`config.mk`:
```
export PLATFORM = sky130hd
export DESIGN_NAME = pipe_controller_flat
export DESIGN_NICKNAME = d
export VERILOG_FILES = /design/src/rtl/pipe_ctrl_pkg.sv /design/src/rtl/pipe_controller_if.sv /design/src/rtl/pipe_ctrl_decode.sv /design/src/rtl/pipe_controller.sv /design/src/flat_wrapper.sv
export SDC_FILE = /design/constraint.sdc
export NUM_CORES = 1
export LEC_CHECK = 0
export ABC_AREA = 0
export CORE_ASPECT_RATIO = 0.75
export CORE_MARGIN = 1.5
export CORE_UTILIZATION = 35
export CTS_CLUSTER_SIZE = 40
export DETAILED_ROUTE_END_ITERATION = 8
export PLACE_DENSITY = 0.83
export SLEW_MARGIN = 5
export SYNTH_ARGS = -nofsm -noshare
export SYNTH_HDL_FRONTEND = slang
export SYNTH_SLANG_ARGS = --single-unit
```
`constraint.sdc`:
```
create_clock -name clk -period 2.1 [get_ports clk]
set_input_delay 0.525 -clock clk [delete_from_list [all_inputs] [get_ports clk]]
set_output_delay 0.525 -clock clk [all_outputs]
set_load 0.005 [all_outputs]
```
`src/rtl/pipe_ctrl_pkg.sv`:
```
// pipe_ctrl_pkg
// Shared definitions for the pipelined control unit: instruction widths,
// class and sub-op encodings, ALU op codes, pc_mux / reg_write_mux codes,
// the staged control structs with their BUBBLE constants, and small helpers
// for branch resolution and register-hazard matching.
// Optional feature macro used by the files that import this package:
// PIPE_CTRL_RAW_STALL_EN (register RAW hazard stall).
package pipe_ctrl_pkg;

   localparam int INSTR_W  = 19;
   localparam int ALU_OP_W = 3;

   localparam logic [1:0] CLS_MEM   = 2'b00;
   localparam logic [1:0] CLS_SHIFT = 2'b01;
   localparam logic [1:0] CLS_BR    = 2'b10;
   localparam logic [1:0] CLS_CTL   = 2'b11;

   localparam logic [1:0] MEM_LD = 2'b00;
   localparam logic [1:0] MEM_ST = 2'b01;

   localparam logic [1:0] BR_BZ  = 2'b00;
   localparam logic [1:0] BR_BNZ = 2'b01;
   localparam logic [1:0] BR_BC  = 2'b10;

   localparam logic [1:0] CTL_JMP = 2'b00;
   localparam logic [1:0] CTL_JSB = 2'b01;
   localparam logic [1:0] CTL_RET = 2'b10;

   localparam logic [ALU_OP_W-1:0] ALU_ADD = 3'b000;
   localparam logic [ALU_OP_W-1:0] ALU_ADC = 3'b001;
   localparam logic [ALU_OP_W-1:0] ALU_SBC = 3'b011;

   localparam logic [1:0] PC_SEQ    = 2'b00;
   localparam logic [1:0] PC_BRANCH = 2'b01;
   localparam logic [1:0] PC_JUMP   = 2'b10;
   localparam logic [1:0] PC_RETURN = 2'b11;

   localparam logic [1:0] RWM_ALU   = 2'b00;
   localparam logic [1:0] RWM_SHIFT = 2'b01;
   localparam logic [1:0] RWM_MEM   = 2'b10;

   typedef struct packed {
      logic       reg_write;
      logic [1:0] reg_write_mux;
   } ctrl_wb_t;

   // The ID/EX register carries the WB controls along with the EX controls.
   typedef struct packed {
      logic [ALU_OP_W-1:0] alu_op;
      logic                alu_in_mux;
      logic                alu_use_carry;
      logic                select_c;
      logic                select_z;
      logic                write_c;
      logic                write_z;
      logic                mem_write;
      ctrl_wb_t            wb;
   } ctrl_ex_t;

   typedef struct packed {
      logic       reg_b_mux;
      logic       branch;
      logic [1:0] br_cond;
      logic       jmp;
      logic       jsb;
      logic       ret;
   } ctrl_id_t;

   localparam ctrl_ex_t BUBBLE    = '0;
   localparam ctrl_id_t ID_BUBBLE = '0;

   // BZ/BNZ test Z, BC/BNC test C.
   function automatic logic branch_taken(input logic [1:0] cond, input logic c, input logic z);
      case (cond)
         BR_BZ:   return z;
         BR_BNZ:  return !z;
         BR_BC:   return c;
         default: return !c;
      endcase
   endfunction

   // r0 never creates a dependency.
   function automatic logic raw_match(input logic en, input logic [2:0] src,
                                      input logic ex_we, input logic [2:0] ex_rd,
                                      input logic wb_we, input logic [2:0] wb_rd);
      return en && (src != 3'd0) && ((ex_we && (src == ex_rd)) || (wb_we && (src == wb_rd)));
   endfunction

endpackage

```
`src/rtl/pipe_controller_if.sv`:
```
// pipe_controller_if
// Bundle between the control unit and the pipelined datapath.
//   master (control unit): reads if_id_instruction, C, Z; drives all controls.
//   slave  (datapath)    : drives if_id_instruction, C, Z; reads all controls.
// ID controls : reg_B_mux, pc_mux, push, pop, flush, stall (combinational).
// EX controls : alu_op, alu_in_mux, alu_use_carry, select_c/z, write_c/z, mem_write.
// WB controls : reg_write, reg_write_mux.
interface pipe_controller_if;
   import pipe_ctrl_pkg::*;

   logic [INSTR_W-1:0]  if_id_instruction;
   logic                C;
   logic                Z;
   logic                reg_B_mux;
   logic [1:0]          pc_mux;
   logic                push;
   logic                pop;
   logic                flush;
   logic                stall;
   logic [ALU_OP_W-1:0] alu_op;
   logic                alu_in_mux;
   logic                alu_use_carry;
   logic                select_c;
   logic                select_z;
   logic                write_c;
   logic                write_z;
   logic                mem_write;
   logic                reg_write;
   logic [1:0]          reg_write_mux;

   modport master (
      input  if_id_instruction, C, Z,
      output reg_B_mux, pc_mux, push, pop, flush, stall,
             alu_op, alu_in_mux, alu_use_carry, select_c, select_z,
             write_c, write_z, mem_write, reg_write, reg_write_mux
   );

   modport slave (
      output if_id_instruction, C, Z,
      input  reg_B_mux, pc_mux, push, pop, flush, stall,
             alu_op, alu_in_mux, alu_use_carry, select_c, select_z,
             write_c, write_z, mem_write, reg_write, reg_write_mux
   );

endinterface

```
`src/rtl/pipe_ctrl_decode.sv`:
```
// pipe_ctrl_decode
// Purely combinational decode of the ID-stage instruction into ID, EX and
// WB control fields. Anything not recognised (NOP, reserved) is a bubble.
// Ports: instr (in), id_ctrl / ex_ctrl (out); with PIPE_CTRL_RAW_STALL_EN
// also the source register numbers, their enables and rd.
module pipe_ctrl_decode
   import pipe_ctrl_pkg::*;
(
   input  logic [INSTR_W-1:0] instr,
`ifdef PIPE_CTRL_RAW_STALL_EN
   output logic               src_a_en,
   output logic               src_b_en,
   output logic [2:0]         src_a,
   output logic [2:0]         src_b,
   output logic [2:0]         rd,
`endif
   output ctrl_id_t           id_ctrl,
   output ctrl_ex_t           ex_ctrl
);

   // Register/offset fields are consumed by the datapath directly.
   logic unused_bits;
   assign unused_bits = ^instr[13:0];

   // Start from a bubble and switch on only what the instruction needs.
   always_comb begin
      id_ctrl = ID_BUBBLE;
      ex_ctrl = BUBBLE;
`ifdef PIPE_CTRL_RAW_STALL_EN
      src_a_en = 1'b0;
      src_b_en = 1'b0;
      rd       = instr[13:11];
      src_a    = instr[10:8];
`endif
      if (!instr[18]) begin
         ex_ctrl.alu_in_mux       = instr[17];
         ex_ctrl.alu_op           = instr[16:14];
         ex_ctrl.alu_use_carry    = (instr[16:14] == ALU_ADC) || (instr[16:14] == ALU_SBC);
         ex_ctrl.write_z          = 1'b1;
         ex_ctrl.write_c          = !instr[16];
         ex_ctrl.wb.reg_write     = 1'b1;
         ex_ctrl.wb.reg_write_mux = RWM_ALU;
`ifdef PIPE_CTRL_RAW_STALL_EN
         src_a_en = 1'b1;
         src_b_en = !instr[17];
`endif
      end else begin
         case (instr[17:16])
            CLS_MEM: begin
               case (instr[15:14])
                  MEM_LD: begin
                     ex_ctrl.alu_op           = ALU_ADD;
                     ex_ctrl.alu_in_mux       = 1'b1;
                     ex_ctrl.wb.reg_write     = 1'b1;
                     ex_ctrl.wb.reg_write_mux = RWM_MEM;
`ifdef PIPE_CTRL_RAW_STALL_EN
                     src_a_en = 1'b1;
`endif
                  end
                  MEM_ST: begin
                     ex_ctrl.alu_op     = ALU_ADD;
                     ex_ctrl.alu_in_mux = 1'b1;
                     ex_ctrl.mem_write  = 1'b1;
                     id_ctrl.reg_b_mux  = 1'b1;
`ifdef PIPE_CTRL_RAW_STALL_EN
                     src_a_en = 1'b1;
                     src_b_en = 1'b1;
`endif
                  end
                  default: ;
               endcase
            end
            CLS_SHIFT: begin
               ex_ctrl.select_c         = 1'b1;
               ex_ctrl.select_z         = 1'b1;
               ex_ctrl.write_c          = 1'b1;
               ex_ctrl.write_z          = 1'b1;
               ex_ctrl.wb.reg_write     = 1'b1;
               ex_ctrl.wb.reg_write_mux = RWM_SHIFT;
`ifdef PIPE_CTRL_RAW_STALL_EN
               src_a_en = 1'b1;
`endif
            end
            CLS_BR: begin
               id_ctrl.branch  = 1'b1;
               id_ctrl.br_cond = instr[15:14];
            end
            default: begin
               case (instr[15:14])
                  CTL_JMP: id_ctrl.jmp = 1'b1;
                  CTL_JSB: id_ctrl.jsb = 1'b1;
                  CTL_RET: id_ctrl.ret = 1'b1;
                  default: ;
               endcase
            end
         endcase
      end
`ifdef PIPE_CTRL_RAW_STALL_EN
      src_b = id_ctrl.reg_b_mux ? instr[13:11] : instr[7:5];
`endif
   end

endmodule

```
`src/rtl/pipe_controller.sv`:
```
// pipe_controller
// Control unit for the pipelined datapath. Decodes the ID instruction,
// resolves branches/jumps, generates flush and the post-flush kill, detects
// the flag hazard and stalls, and stages EX/WB controls through ID/EX and
// EX/WB registers.
// Ports: clk, reset (async, active-high), bus (pipe_controller_if.master).
// Optional: PIPE_CTRL_RAW_STALL_EN adds register RAW hazard stalls.
module pipe_controller
   import pipe_ctrl_pkg::*;
(
   input  logic                clk,
   input  logic                reset,
   pipe_controller_if.master   bus
);

   ctrl_id_t   dec_id;
   ctrl_ex_t   dec_ex;
   ctrl_ex_t   idex_d, idex_q;
   ctrl_wb_t   exwb_d, exwb_q;
   logic       kill_d, kill_q;
   logic       flag_hazard, raw_hazard;
   logic       reg_b_mux, push, pop, flush, stall;
   logic [1:0] pc_mux;

`ifdef PIPE_CTRL_RAW_STALL_EN
   logic       src_a_en, src_b_en;
   logic [2:0] src_a, src_b, dec_rd;
   logic [2:0] ex_rd_d, ex_rd_q, wb_rd_d, wb_rd_q;
`endif

   pipe_ctrl_decode u_decode (
      .instr    (bus.if_id_instruction),
`ifdef PIPE_CTRL_RAW_STALL_EN
      .src_a_en (src_a_en),
      .src_b_en (src_b_en),
      .src_a    (src_a),
      .src_b    (src_b),
      .rd       (dec_rd),
`endif
      .id_ctrl  (dec_id),
      .ex_ctrl  (dec_ex)
   );

   // A branch must wait while the instruction ahead of it in EX still
   // writes the flag it tests; the optional RAW check covers register sources.
   always_comb begin
      flag_hazard = dec_id.branch && (dec_id.br_cond[1] ? idex_q.write_c : idex_q.write_z);
`ifdef PIPE_CTRL_RAW_STALL_EN
      raw_hazard = raw_match(src_a_en, src_a, idex_q.wb.reg_write, ex_rd_q, exwb_q.reg_write, wb_rd_q) ||
                   raw_match(src_b_en, src_b, idex_q.wb.reg_write, ex_rd_q, exwb_q.reg_write, wb_rd_q);
      ex_rd_d    = dec_rd;
      wb_rd_d    = ex_rd_q;
`else
      raw_hazard = 1'b0;
`endif
   end

   // ID-stage outputs and ID/EX load. kill beats stall beats flush; a killed
   // or stalled instruction sends a bubble down the pipe instead of itself.
   always_comb begin
      reg_b_mux = 1'b0;
      pc_mux    = PC_SEQ;
      push      = 1'b0;
      pop       = 1'b0;
      flush     = 1'b0;
      stall     = 1'b0;
      idex_d    = BUBBLE;
      if (!kill_q) begin
         reg_b_mux = dec_id.reg_b_mux;
         if (flag_hazard || raw_hazard) begin
            stall = 1'b1;
         end else begin
            idex_d = dec_ex;
            if (dec_id.branch && branch_taken(dec_id.br_cond, bus.C, bus.Z)) begin
               pc_mux = PC_BRANCH;
               flush  = 1'b1;
            end else if (dec_id.jmp) begin
               pc_mux = PC_JUMP;
               flush  = 1'b1;
            end else if (dec_id.jsb) begin
               pc_mux = PC_JUMP;
               push   = 1'b1;
               flush  = 1'b1;
            end else if (dec_id.ret) begin
               pc_mux = PC_RETURN;
               pop    = 1'b1;
               flush  = 1'b1;
            end
         end
      end
      kill_d = flush;
      exwb_d = idex_q.wb;
   end

   // Stage registers; reset throws away everything in flight.
   always_ff @(posedge clk or posedge reset) begin
      if (reset) begin
         idex_q <= BUBBLE;
         exwb_q <= '0;
         kill_q <= 1'b0;
      end else begin
         idex_q <= idex_d;
         exwb_q <= exwb_d;
         kill_q <= kill_d;
      end
   end

`ifdef PIPE_CTRL_RAW_STALL_EN
   // Destination tracking; stale rd behind a bubble is harmless since reg_write is 0.
   always_ff @(posedge clk or posedge reset) begin
      if (reset) begin
         ex_rd_q <= 3'd0;
         wb_rd_q <= 3'd0;
      end else begin
         ex_rd_q <= ex_rd_d;
         wb_rd_q <= wb_rd_d;
      end
   end
`endif

   assign bus.reg_B_mux     = reg_b_mux;
   assign bus.pc_mux        = pc_mux;
   assign bus.push          = push;
   assign bus.pop           = pop;
   assign bus.flush         = flush;
   assign bus.stall         = stall;
   assign bus.alu_op        = idex_q.alu_op;
   assign bus.alu_in_mux    = idex_q.alu_in_mux;
   assign bus.alu_use_carry = idex_q.alu_use_carry;
   assign bus.select_c      = idex_q.select_c;
   assign bus.select_z      = idex_q.select_z;
   assign bus.write_c       = idex_q.write_c;
   assign bus.write_z       = idex_q.write_z;
   assign bus.mem_write     = idex_q.mem_write;
   assign bus.reg_write     = exwb_q.reg_write;
   assign bus.reg_write_mux = exwb_q.reg_write_mux;

endmodule
```
`src/flat_wrapper.sv`:
```
// flat-port wrapper written by rule: the top's interface ports become plain ports
module pipe_controller_flat import pipe_ctrl_pkg::*;
  (clk, reset, bus_if_id_instruction, bus_C, bus_Z, bus_reg_B_mux, bus_pc_mux, bus_push, bus_pop, bus_flush, bus_stall, bus_alu_op, bus_alu_in_mux, bus_alu_use_carry, bus_select_c, bus_select_z, bus_write_c, bus_write_z, bus_mem_write, bus_reg_write, bus_reg_write_mux);
  pipe_controller_if bus_i ();
  input  logic clk;
  input  logic reset;
  input wire logic [$bits(bus_i.if_id_instruction)-1:0] bus_if_id_instruction;
  input wire logic [$bits(bus_i.C)-1:0] bus_C;
  input wire logic [$bits(bus_i.Z)-1:0] bus_Z;
  output wire logic [$bits(bus_i.reg_B_mux)-1:0] bus_reg_B_mux;
  output wire logic [$bits(bus_i.pc_mux)-1:0] bus_pc_mux;
  output wire logic [$bits(bus_i.push)-1:0] bus_push;
  output wire logic [$bits(bus_i.pop)-1:0] bus_pop;
  output wire logic [$bits(bus_i.flush)-1:0] bus_flush;
  output wire logic [$bits(bus_i.stall)-1:0] bus_stall;
  output wire logic [$bits(bus_i.alu_op)-1:0] bus_alu_op;
  output wire logic [$bits(bus_i.alu_in_mux)-1:0] bus_alu_in_mux;
  output wire logic [$bits(bus_i.alu_use_carry)-1:0] bus_alu_use_carry;
  output wire logic [$bits(bus_i.select_c)-1:0] bus_select_c;
  output wire logic [$bits(bus_i.select_z)-1:0] bus_select_z;
  output wire logic [$bits(bus_i.write_c)-1:0] bus_write_c;
  output wire logic [$bits(bus_i.write_z)-1:0] bus_write_z;
  output wire logic [$bits(bus_i.mem_write)-1:0] bus_mem_write;
  output wire logic [$bits(bus_i.reg_write)-1:0] bus_reg_write;
  output wire logic [$bits(bus_i.reg_write_mux)-1:0] bus_reg_write_mux;
  assign bus_i.if_id_instruction = bus_if_id_instruction;
  assign bus_i.C = bus_C;
  assign bus_i.Z = bus_Z;
  assign bus_reg_B_mux = bus_i.reg_B_mux;
  assign bus_pc_mux = bus_i.pc_mux;
  assign bus_push = bus_i.push;
  assign bus_pop = bus_i.pop;
  assign bus_flush = bus_i.flush;
  assign bus_stall = bus_i.stall;
  assign bus_alu_op = bus_i.alu_op;
  assign bus_alu_in_mux = bus_i.alu_in_mux;
  assign bus_alu_use_carry = bus_i.alu_use_carry;
  assign bus_select_c = bus_i.select_c;
  assign bus_select_z = bus_i.select_z;
  assign bus_write_c = bus_i.write_c;
  assign bus_write_z = bus_i.write_z;
  assign bus_mem_write = bus_i.mem_write;
  assign bus_reg_write = bus_i.reg_write;
  assign bus_reg_write_mux = bus_i.reg_write_mux;
  pipe_controller u_core (.clk(clk), .reset(reset), .bus(bus_i));
endmodule
```
After elaboration in Yosys (flattened, before gate mapping)
Cells that the tools add are included.
- bits in registers: 17
- bits of input ports: 23
- output and inout bits: 20
- word-level logic and storage cells: 81
- equality and inequality tests: 8
- mux-type cells: 49
- reduce and logical (&&, ||, !) cells: 11
- operator list (cell ; count):
    two-way mux 1 bit ; 30
    two-way mux 13 bit ; 2
    two-way mux 2 bit ; 8
    two-way mux 3 bit ; 4
    two-way mux 4 bit ; 2
    two-way mux 7 bit ; 1
    equality test 2 x 1 -> 1 bit, second input constant ; 3
    equality test 2 bit, second input constant ; 3
    logical NOT 2 bit ; 3
    one-hot mux 3 bit (2 select lines) ; 1
    equality test 3 x 1 -> 1 bit, second input constant ; 1
    equality test 3 x 2 -> 1 bit, second input constant ; 1
    logical NOT 1 bit ; 3
    one-hot mux 1 bit (3 select lines) ; 1
    OR reduction 3 bit ; 1
    logical AND 1 bit ; 2
    OR reduction 2 bit ; 1
    logical OR 1 bit ; 1

Depth between registers and ports, before layout
Gate-level depths: netlist of run 1.
- depth after elaboration: 12
- mapped depth: 4
- depth with buffers taken out: 3

Hierarchy
Synthesis of run 1 repeated with hierarchy kept, for this count alone.
- cells, all modules: 78
- area, all modules: 869.6 µm²
- modules (own cells, without submodules) (module ; times used ; cells each ; area an instance (µm²) ; sequential area each (µm²)):
    pipe_controller ; 1 ; 48 ; 673.1 ; 425.4
    pipe_ctrl_decode ; 1 ; 30 ; 196.4 ; 0.0

Worst setup path after synthesis of run 1
OpenSTA, ideal clock, no wires.
- path type: input -> output
- start: input bus_if_id_instruction[17]
- end: output bus_reg_B_mux
- data arrival time: 1.319 ns
- data required time: 1.575 ns
- path slack: 0.256 ns
- stages: 3
- buffers on the path: 1
- path through: buf_2 or4_4 nor2_1
- longest elaborated chain between the ends: 4
- ends and longest elaborated chain (what ; RTL line ; RTL):
    from (decl) ; flat_wrapper.sv:7 ; input wire logic [$bits(bus_i.if_id_instruction)-1:0] bus_if_id_instruction;
    logical NOT 2 bit ; pipe_ctrl_decode.sv:48 ; case (instr[17:16])
    two-way mux 1 bit ; pipe_ctrl_decode.sv:48 ;
    two-way mux 7 bit ; pipe_ctrl_decode.sv:35 ; if (!instr[18]) begin
    two-way mux 1 bit ; pipe_controller.sv:68 ; if (!kill_q) begin
    to (decl) ; flat_wrapper.sv:10 ; output wire logic [$bits(bus_i.reg_B_mux)-1:0] bus_reg_B_mux;
No other way between the ends.

Worst setup path in the final report of run 1
- start: input bus_if_id_instruction[15]
- end: output bus_flush
- longest elaborated chain between the ends: 10
- elaborated cells on any way between the ends: 24
- classes of those cells: eq/ne (4); mux (16); reduce/logical (4)
- ends and longest elaborated chain (what ; RTL line ; RTL):
    two-way mux 3 bit / equality test 2 bit (equally long branches) ; pipe_ctrl_decode.sv:48, pipe_ctrl_decode.sv:89 ;
    two-way mux 7 bit (*) ; pipe_ctrl_decode.sv:35 ;
    equality test 2 bit, or another cell as far along ; pipe_ctrl_pkg.sv:74 ; case (cond)
    one-hot mux 1 bit (3 select lines) / two-way mux 7 bit (equally long branches) ; pipe_ctrl_pkg.sv:74, pipe_ctrl_decode.sv:35 ;
    two-way mux 1 bit (on tied branches) ; pipe_controller.sv:70, pipe_controller.sv:84 ;
    two-way mux 1 bit (on tied branches) ; pipe_controller.sv:68, pipe_controller.sv:80 ;
    logical AND 1 bit / two-way mux 1 bit (equally long branches) ; pipe_controller.sv:74, pipe_controller.sv:77 ;
    two-way mux 1 bit ; pipe_controller.sv:74 ; if (dec_id.branch && branch_taken(dec_id.br_cond, bus.C, bus.Z)) begin
    two-way mux 1 bit (*) ; pipe_controller.sv:70 ; if (flag_hazard || raw_hazard) begin
    two-way mux 1 bit (*) ; pipe_controller.sv:68 ;
    to (decl) ; flat_wrapper.sv:14 ; output wire logic [$bits(bus_i.flush)-1:0] bus_flush;
Every way passes the cells marked *; elsewhere a longest branch is shown, timed or not. The select of a mux whose other input is x is not followed.

==> out/metrics.csv, run 1 <==
stage,metric,value,unit
layout,relative area change from synthesis to final layout,60.7,%
layout,fraction of layout instances using a drive strength above 1,38.8,%
power_and_ir_drop,share of total power in the clock network,25.6,%
synthesis,number of distinct library cell variants in the gate-level netlist after synthesis,23,
layout,"commonest cells after routing, fill and taps aside","buf_4, dfrtp_1, clkdlybuf4s50_1",
global_routing,All-Layer GR Usage,16.7,%
power_and_ir_drop,maximum vdd ir drop,0.000349,V
power_and_ir_drop,leak pwr,0.526,nW
setup_path,r2r worst-path depth,4,
synthesis,cell count after synthesis,62,
place,HPWL after DPL,1.24,mm
setup_path,crit path max fanout,4,
layout,antenna diode instance count,0,
clocking,H-tree levels,1,
route,starting DRC count in detailed routing,13,
synthesis,ys async rst share,100,%
clocking,Clock Latency Late Sink,0.27,ns
setup_path,endpoint required time on the critical path,1.57,ns
route,Initial DRT Pass Iterations,4,
place,gp weighted congestion,0.890,
place,Worst Setup Slack post-DPL,-0.696,ns
timing,"Period Utilization, post-route",97.1,%
setup_path,capturing element type of the critical path,output port,
clocking,Root Buffer Master,clkbuf_4,
synthesis,Post-synth top flop,dfrtp_1,
route,drt drc,0,
place,area of placed instances,1010,um^2
timing,Setup Skew,0.000703,ns
floorplanning,top-level port count,43,
synthesis,netlist area before placement,668,um^2
power_and_ir_drop,net load switching power,0.158,mW
power_and_ir_drop,share of power burned in combinational logic,23.0,%
timing,Setup Viol. Count Final,0,
route,Via-to-Cell Ratio,5.02,
setup_path,launch point of the worst reg-to-reg path,u_core.kill_q,
worst_hold_path,endpoint with the worst hold slack,u_core.bus.reg_write,
power_and_ir_drop,Reg power frac,51.4,%
worst_hold_path,HP Class,register to register,
power_and_ir_drop,switching share of total power,25.9,%
clocking,number of buffers created by CTS,3,
synthesis,"Seq/Total Area, Yosys",56.2,%
timing,number of hold-slack violations in the final timing report,0,
floorplanning,placeable core region,1760,um^2
layout,final standard cell count with taps included and fillers excluded,125,
synthesis,net count after synthesis,85,
route,total number of vias,628,
timing,highest attainable clock frequency,490,MHz
synthesis,"Warnings, synthesis",0,
setup_path,Critical Path Start Type,input pin,
route,Routed WL,1.72,mm
floorplanning,initial standard-cell utilization of the core,38.0,%
setup_path,reg2reg setup slack,0.80,ns
layout,post-layout instance area,1070,um^2
clocking,number of sinks on the clock net,15,
route,routed wirelength normalized by instance count,13.7,um
setup_path,data arrival time of the worst path,1.51,ns
timing,Max-Slew Margin vs Limit,64.9,%
global_routing,total grt overflow,0,
outcome,outcome,completed,
place,number of buffer cells added on primary ports,28,
route,Antenna Violating Nets Remaining,0,
timing,transition time of the tightest slew-check pin,0.526,ns
floorplanning,Die Outline Area,2180,um^2
place,count of placed standard cells including taps,116,
worst_hold_path,HP Start,u_core.exwb_d[2],
global_routing,via count of the first global-routing pass,620,
flow_run,max-capacitance violation count,0,
clocking,"Reg clk slew, reported paths",0.08,ns
synthesis,share of the synthesized area in the top cell type,56.2,%
timing,worst setup margin,0.0605,ns
synthesis,mean instance size in the synthesized netlist,10.8,um^2
setup_path,capture point of the worst reg-to-reg path,u_core.exwb_d[1],
synthesis,number of synthesized flops with an enable pin,0,
clocking,clock tree from TritonCTS,yes,
power_and_ir_drop,post-layout total power,0.611,mW
power_and_ir_drop,internal power,0.453,mW
global_routing,first-pass GRT wire length,2.57,mm
global_routing,number of antenna violations at the first check in global routing,0,
layout,"leading cell type in the layout, fill and taps excluded",buf_4,
worst_hold_path,hold-critical path depth,0,
floorplanning,die extent in x,53.5,um
floorplanning,y dimension of the die,40.8,um
global_routing,maximum number of pins on one net before global-route repair,16,
floorplanning,row count,13,
power_and_ir_drop,power density of the placed cells,569,nW/um^2
synthesis,biggest area contributors in the synthesized netlist,"dfrtp_1, mux2i_1, nor2_1",
layout,"Net count, final",127,
timing,final max-slew violation count,0,
setup_path,Crit Path Category,input pin to output port,
clocking,Max clock buf depth,2,
timing,RSZ-0062 raised after global routing,false,
synthesis,largest area contributor in the netlist,dfrtp_1,
synthesis,number of register bits inferred by synthesis,15,
timing,post-route minimum period,2.04,ns
-- routing by layer --
layer	GRT usage [%]	vias to the layer above	wire length [um]
li1	-	290	-
met1	18.7	303	731
met2	32.7	33	856
met3	4.01	2	124
met4	3.85	0	4
met5	0	-	0
-- flip-flops by register name (all words and copies together), names as in the netlist --
| name | cells |
|---|---|
| u_core.kill_q | 1 |
| u_core.bus.mem_write | 1 |
| u_core.bus.alu_use_carry | 1 |
| u_core.bus.alu_in_mux | 1 |
| u_core.bus.reg_write | 1 |
| u_core.exwb_d | 3 |
| u_core.bus.write_c | 1 |
| u_core.bus.reg_write_mux | 2 |
| u_core.bus.alu_op | 3 |
| u_core.bus.write_z | 1 |
-- Yosys cell counts (all sizes together), types with 2 or more instances --
cell,number
and3,2
inv,4
nand2b,2
nand2,5
dfrtp,15
nor4,3
buf,5
nor3,2
nor2,7
mux2i,3
a21oi,5
-- worst max path at each step --
stage                     cells past startpoint       endpoint                       from
after floorplan                               3  bus_reg_B_mux  bus_if_id_instruction[17]
after global placement                        5  bus_reg_B_mux  bus_if_id_instruction[18]
after detailed placement                      5      bus_flush  bus_if_id_instruction[15]
after CTS                                     6      bus_flush  bus_if_id_instruction[14]
after global routing                          4       bus_push              u_core.kill_q
final                                         6      bus_flush  bus_if_id_instruction[15]
-- per-stage QoR --
step                      utilization [%]  hold slack [ns]  TNS (ns)
final                                61.1            0.363         0
after global routing                 61.1            0.382         0
after CTS                            60.8            0.370    -0.109
after detailed placement             57.3            0.350     -4.18
after global placement               57.3            0.332     -3.88
after floorplan                         -            0.331         0
-- cells by family (layout without fill, tap and decap cells) --
family	Yosys count	after routing	share of synthesized area, %
flip-flops	15	15	56.2
AND/OR/NAND/NOR	26	26	22.7
AO/OA/AOI/OAI	8	8	7.87
buffers and inverters	10	51	8.80
multiplexers	3	3	4.49
-- power groups by stage --
| stage | combinational, mW | sequential, mW | clock (mW) |
|---|---|---|---|
| 6_report | 0.140 | 0.314 | 0.157 |
| 3_5_place_dp | 0.126 | 0.319 | 0 |
| 5_1_grt | 0.150 | 0.317 | 0.175 |
| 3_3_place_gp | 0.121 | 0.320 | 0 |
| 2_1_floorplan | 0.0519 | 0.319 | 0 |
| 4_1_cts | 0.135 | 0.315 | 0.162 |
-- worst max-delay path, cell delays in order --
cell and delay (ns):
buf_4 0.13, mux2i_2 0.24, mux2i_2 0.27, buf_4 0.15, a21oi_2 0.05, buf_2 0.14
-- area by class of cell --
cell class	count	area, um^2
multi-input combinational	37	282
clock buffer	3	22.5
sequential	15	375
fill	147	683
tap	22	27.5
inverter	4	15.0
timing repair buffer	43	347
clock inverter	1	5.00
-- timing repair --
action | 4_1_cts | 5_1_grt
endpoints found under the setup margin | 7 | 3
hold buffers | 0 | 0
cloned | 0 | 0
pin swaps | 2 | 4
gates resized for setup | 42 | 10
setup buffers | 4 | 1
No activity file was read; power rests on OpenSTA's default activity.
==> inputs of run 2 (changes only) <==
CORE_UTILIZATION = 36   (was 35)
CTS_BUF_LIST = sky130_fd_sc_hd__clkbuf_8   (was default)
PLACE_DENSITY = 0.85   (was 0.83)
==> out/metrics.csv, run 2 (same netlist as run 1, synthesis figures left out) <==
stage,metric,value,unit,change
route,Initial DRT Pass Iterations,4,,unchanged
setup_path,family of cells with the greatest summed delay on the critical path,buffers and inverters,,
floorplanning,placeable core region,1740,um^2,-0.93%
outcome,outcome,completed,,
power_and_ir_drop,maximum vdd ir drop,0.000456,V,+31%
layout,final standard cell count with taps included and fillers excluded,125,,unchanged
floorplanning,Die Outline Area,2130,um^2,-2.6%
global_routing,All-Layer GR Usage,16.2,%,-0.51 points
floorplanning,row count,13,,unchanged
clocking,"Reg clk slew, reported paths",0.06,ns,-0.02 ns
floorplanning,y dimension of the die,40.3,um,-1.3%
floorplanning,top-level port count,43,,unchanged
timing,post-route minimum period,2.04,ns,+0.00346 ns
setup_path,capturing element type of the critical path,output port,,
layout,Finished Core Util,62.6,%,+1.5 points
worst_hold_path,HP Class,register to register,,
global_routing,Global Route met2 Usage,29.1,%,-3.7 points
power_and_ir_drop,leak pwr,0.539,nW,+2.4%
clocking,number of sinks on the clock net,15,,unchanged
floorplanning,die extent in x,52.7,um,-1.3%
clocking,Clock Latency Late Sink,0.24,ns,-0.03 ns
clocking,Max clock buf depth,2,,unchanged
setup_path,Slowest cell on crit path,o31ai_4,,
layout,fraction of layout instances using a drive strength above 1,32.0,%,-6.8 points
clocking,H-tree levels,1,,unchanged
setup_path,endpoint required time on the critical path,1.57,ns,about the same
setup_path,Crit Path Category,input pin to output port,,
place,gp weighted congestion,0.898,,+0.89%
global_routing,met3 capacity usage during global routing,3.36,%,-0.66 points
timing,"Period Utilization, post-route",97.3,%,+0.16 points
global_routing,total grt overflow,0,,unchanged
power_and_ir_drop,power density of the placed cells,610,nW/um^2,+7.1%
global_routing,met1 demand-to-capacity share in global routing,20.5,%,+1.7 points
layout,relative area change from synthesis to final layout,63.1,%,
layout,"leading cell type in the layout, fill and taps excluded",dfrtp_1,,
clocking,Root Buffer Master,clkbuf_8,,
setup_path,crit path max fanout,5,,+1
setup_path,maximum single-stage delay on the critical path,0.28,ns,about the same
setup_path,Critical Path Start Type,input pin,,
global_routing,peak-usage layer in the global routing report,met2,,
timing,final max-slew violation count,0,,unchanged
global_routing,first-pass GRT wire length,2.39,mm,-7.0%
route,routed wirelength normalized by instance count,12.5,um,-9.3%
place,number of buffer cells added on primary ports,28,,unchanged
timing,number of hold-slack violations in the final timing report,0,,unchanged
route,drt drc,0,,unchanged
power_and_ir_drop,post-layout total power,0.664,mW,+8.7%
clocking,number of buffers created by CTS,3,,unchanged
timing,transition time of the tightest slew-check pin,0.523,ns,-0.00231 ns
setup_path,cell-by-cell listing of the critical path,"buf_2, buf_6, buf_4, o31ai_4, buf_4, a21oi_2, buf_2",,
route,Antenna Violating Nets Remaining,0,,unchanged
place,HPWL after DPL,1.20,mm,-3.8%
global_routing,number of antenna violations at the first check in global routing,0,,unchanged
route,starting DRC count in detailed routing,1,,-12
clocking,clock tree from TritonCTS,yes,,
place,count of placed standard cells including taps,119,,+2.6%
layout,"Net count, final",127,,unchanged
timing,Setup Skew,0.000747,ns,+0.0000443 ns
global_routing,maximum number of pins on one net before global-route repair,16,,unchanged
layout,antenna diode instance count,0,,unchanged
route,Via-to-Cell Ratio,4.67,,-7.0%
global_routing,via count of the first global-routing pass,519,,-16%
timing,Max-Slew Margin vs Limit,65.1,%,+0.15 points
setup_path,data arrival time of the worst path,1.52,ns,about the same
flow_run,max-capacitance violation count,0,,unchanged
timing,RSZ-0062 raised after global routing,false,,
floorplanning,initial standard-cell utilization of the core,38.4,%,+0.36 points
setup_path,Buf/Inv on CP,5,,+2
timing,highest attainable clock frequency,489,MHz,-0.17%
timing,Setup Viol. Count Final,0,,unchanged
layout,"commonest cells after routing, fill and taps aside","dfrtp_1, clkdlybuf4s50_1, buf_4",,
route,total number of vias,584,,-7.0%
route,Routed WL,1.56,mm,-9.3%
timing,final-layout worst hold slack,0.346,ns,-0.0169 ns
-- run 2: cell count changes in the layout (fill, tap and decap cells not counted), sizes merged --
cell           delta
buf               -2
clkbuf            -2
clkdlybuf4s15     +2
clkinv            -1
dlygate4sd2       +2
inv               +1
-- run 2: final cells by class --
type	count	area [um^2]
clock buffers	3	41.3
clock inverters	1	3.75
fillers	147	651
inverters	4	15.0
multi-input cells	37	259
flip-flops and latches	15	375
well taps	22	27.5
repair buffers	43	368
-- run 2: routing by layer --
metal / share of wire [%] / vias up / wire length [um]
met5: 0 / - / 0
met4: 0 / 0 / 0
met3: 5.0 / 0 / 78
met2: 51 / 19 / 792
met1: 44 / 271 / 687
li1: - / 294 / -
-- run 2: power breakdown --
group	total, mW	switching [mW]	internal (mW)	leakage (nW)
Combinational	0.133	0.0575	0.0758	0.318
Sequential	0.315	0.00880	0.306	0.193
Clock	0.216	0.0871	0.129	0.0269
-- run 2: repair_timing --
item | 4_1_cts | 5_1_grt
setup buffers | 2 | 0
cloned | 0 | 0
hold buffers | 0 | 0
resized for setup | 38 | 3
pin swaps | 2 | 2
endpoints found under the setup margin | 7 | 5
hold endpoints to repair | 0 | 0
-- run 2: per-stage QoR --
stage / setup slack [ns] / instance area [um^2] / setup TNS [ns]
6_report: 0.0570 / 1090 / 0
5_1_grt: 0.00392 / 1090 / 0
3_5_place_dp: -0.651 / 1030 / -4.06
4_1_cts: -0.0239 / 1100 / -0.0239
2_1_floorplan: 0.256 / 668 / 0
3_3_place_gp: -0.616 / 1030 / -3.91
-- run 2: path summary, 6_finish.rpt --
check	to	start	slack, ns	cells after the start
worst max-delay path	bus_flush	bus_if_id_instruction[16]	0.06	7
worst min-delay path	u_core.bus.reg_write	u_core.exwb_d[2]	0.35	0
worst max register to register	u_core.exwb_d[1]	u_core.kill_q	0.86	3
worst min register to register	u_core.bus.reg_write	u_core.exwb_d[2]	0.35	0
max in group asynchronous	u_core.bus.reg_write_mux[0]	reset	1.12	2
min in group asynchronous	u_core.bus.mem_write	reset	0.63	2
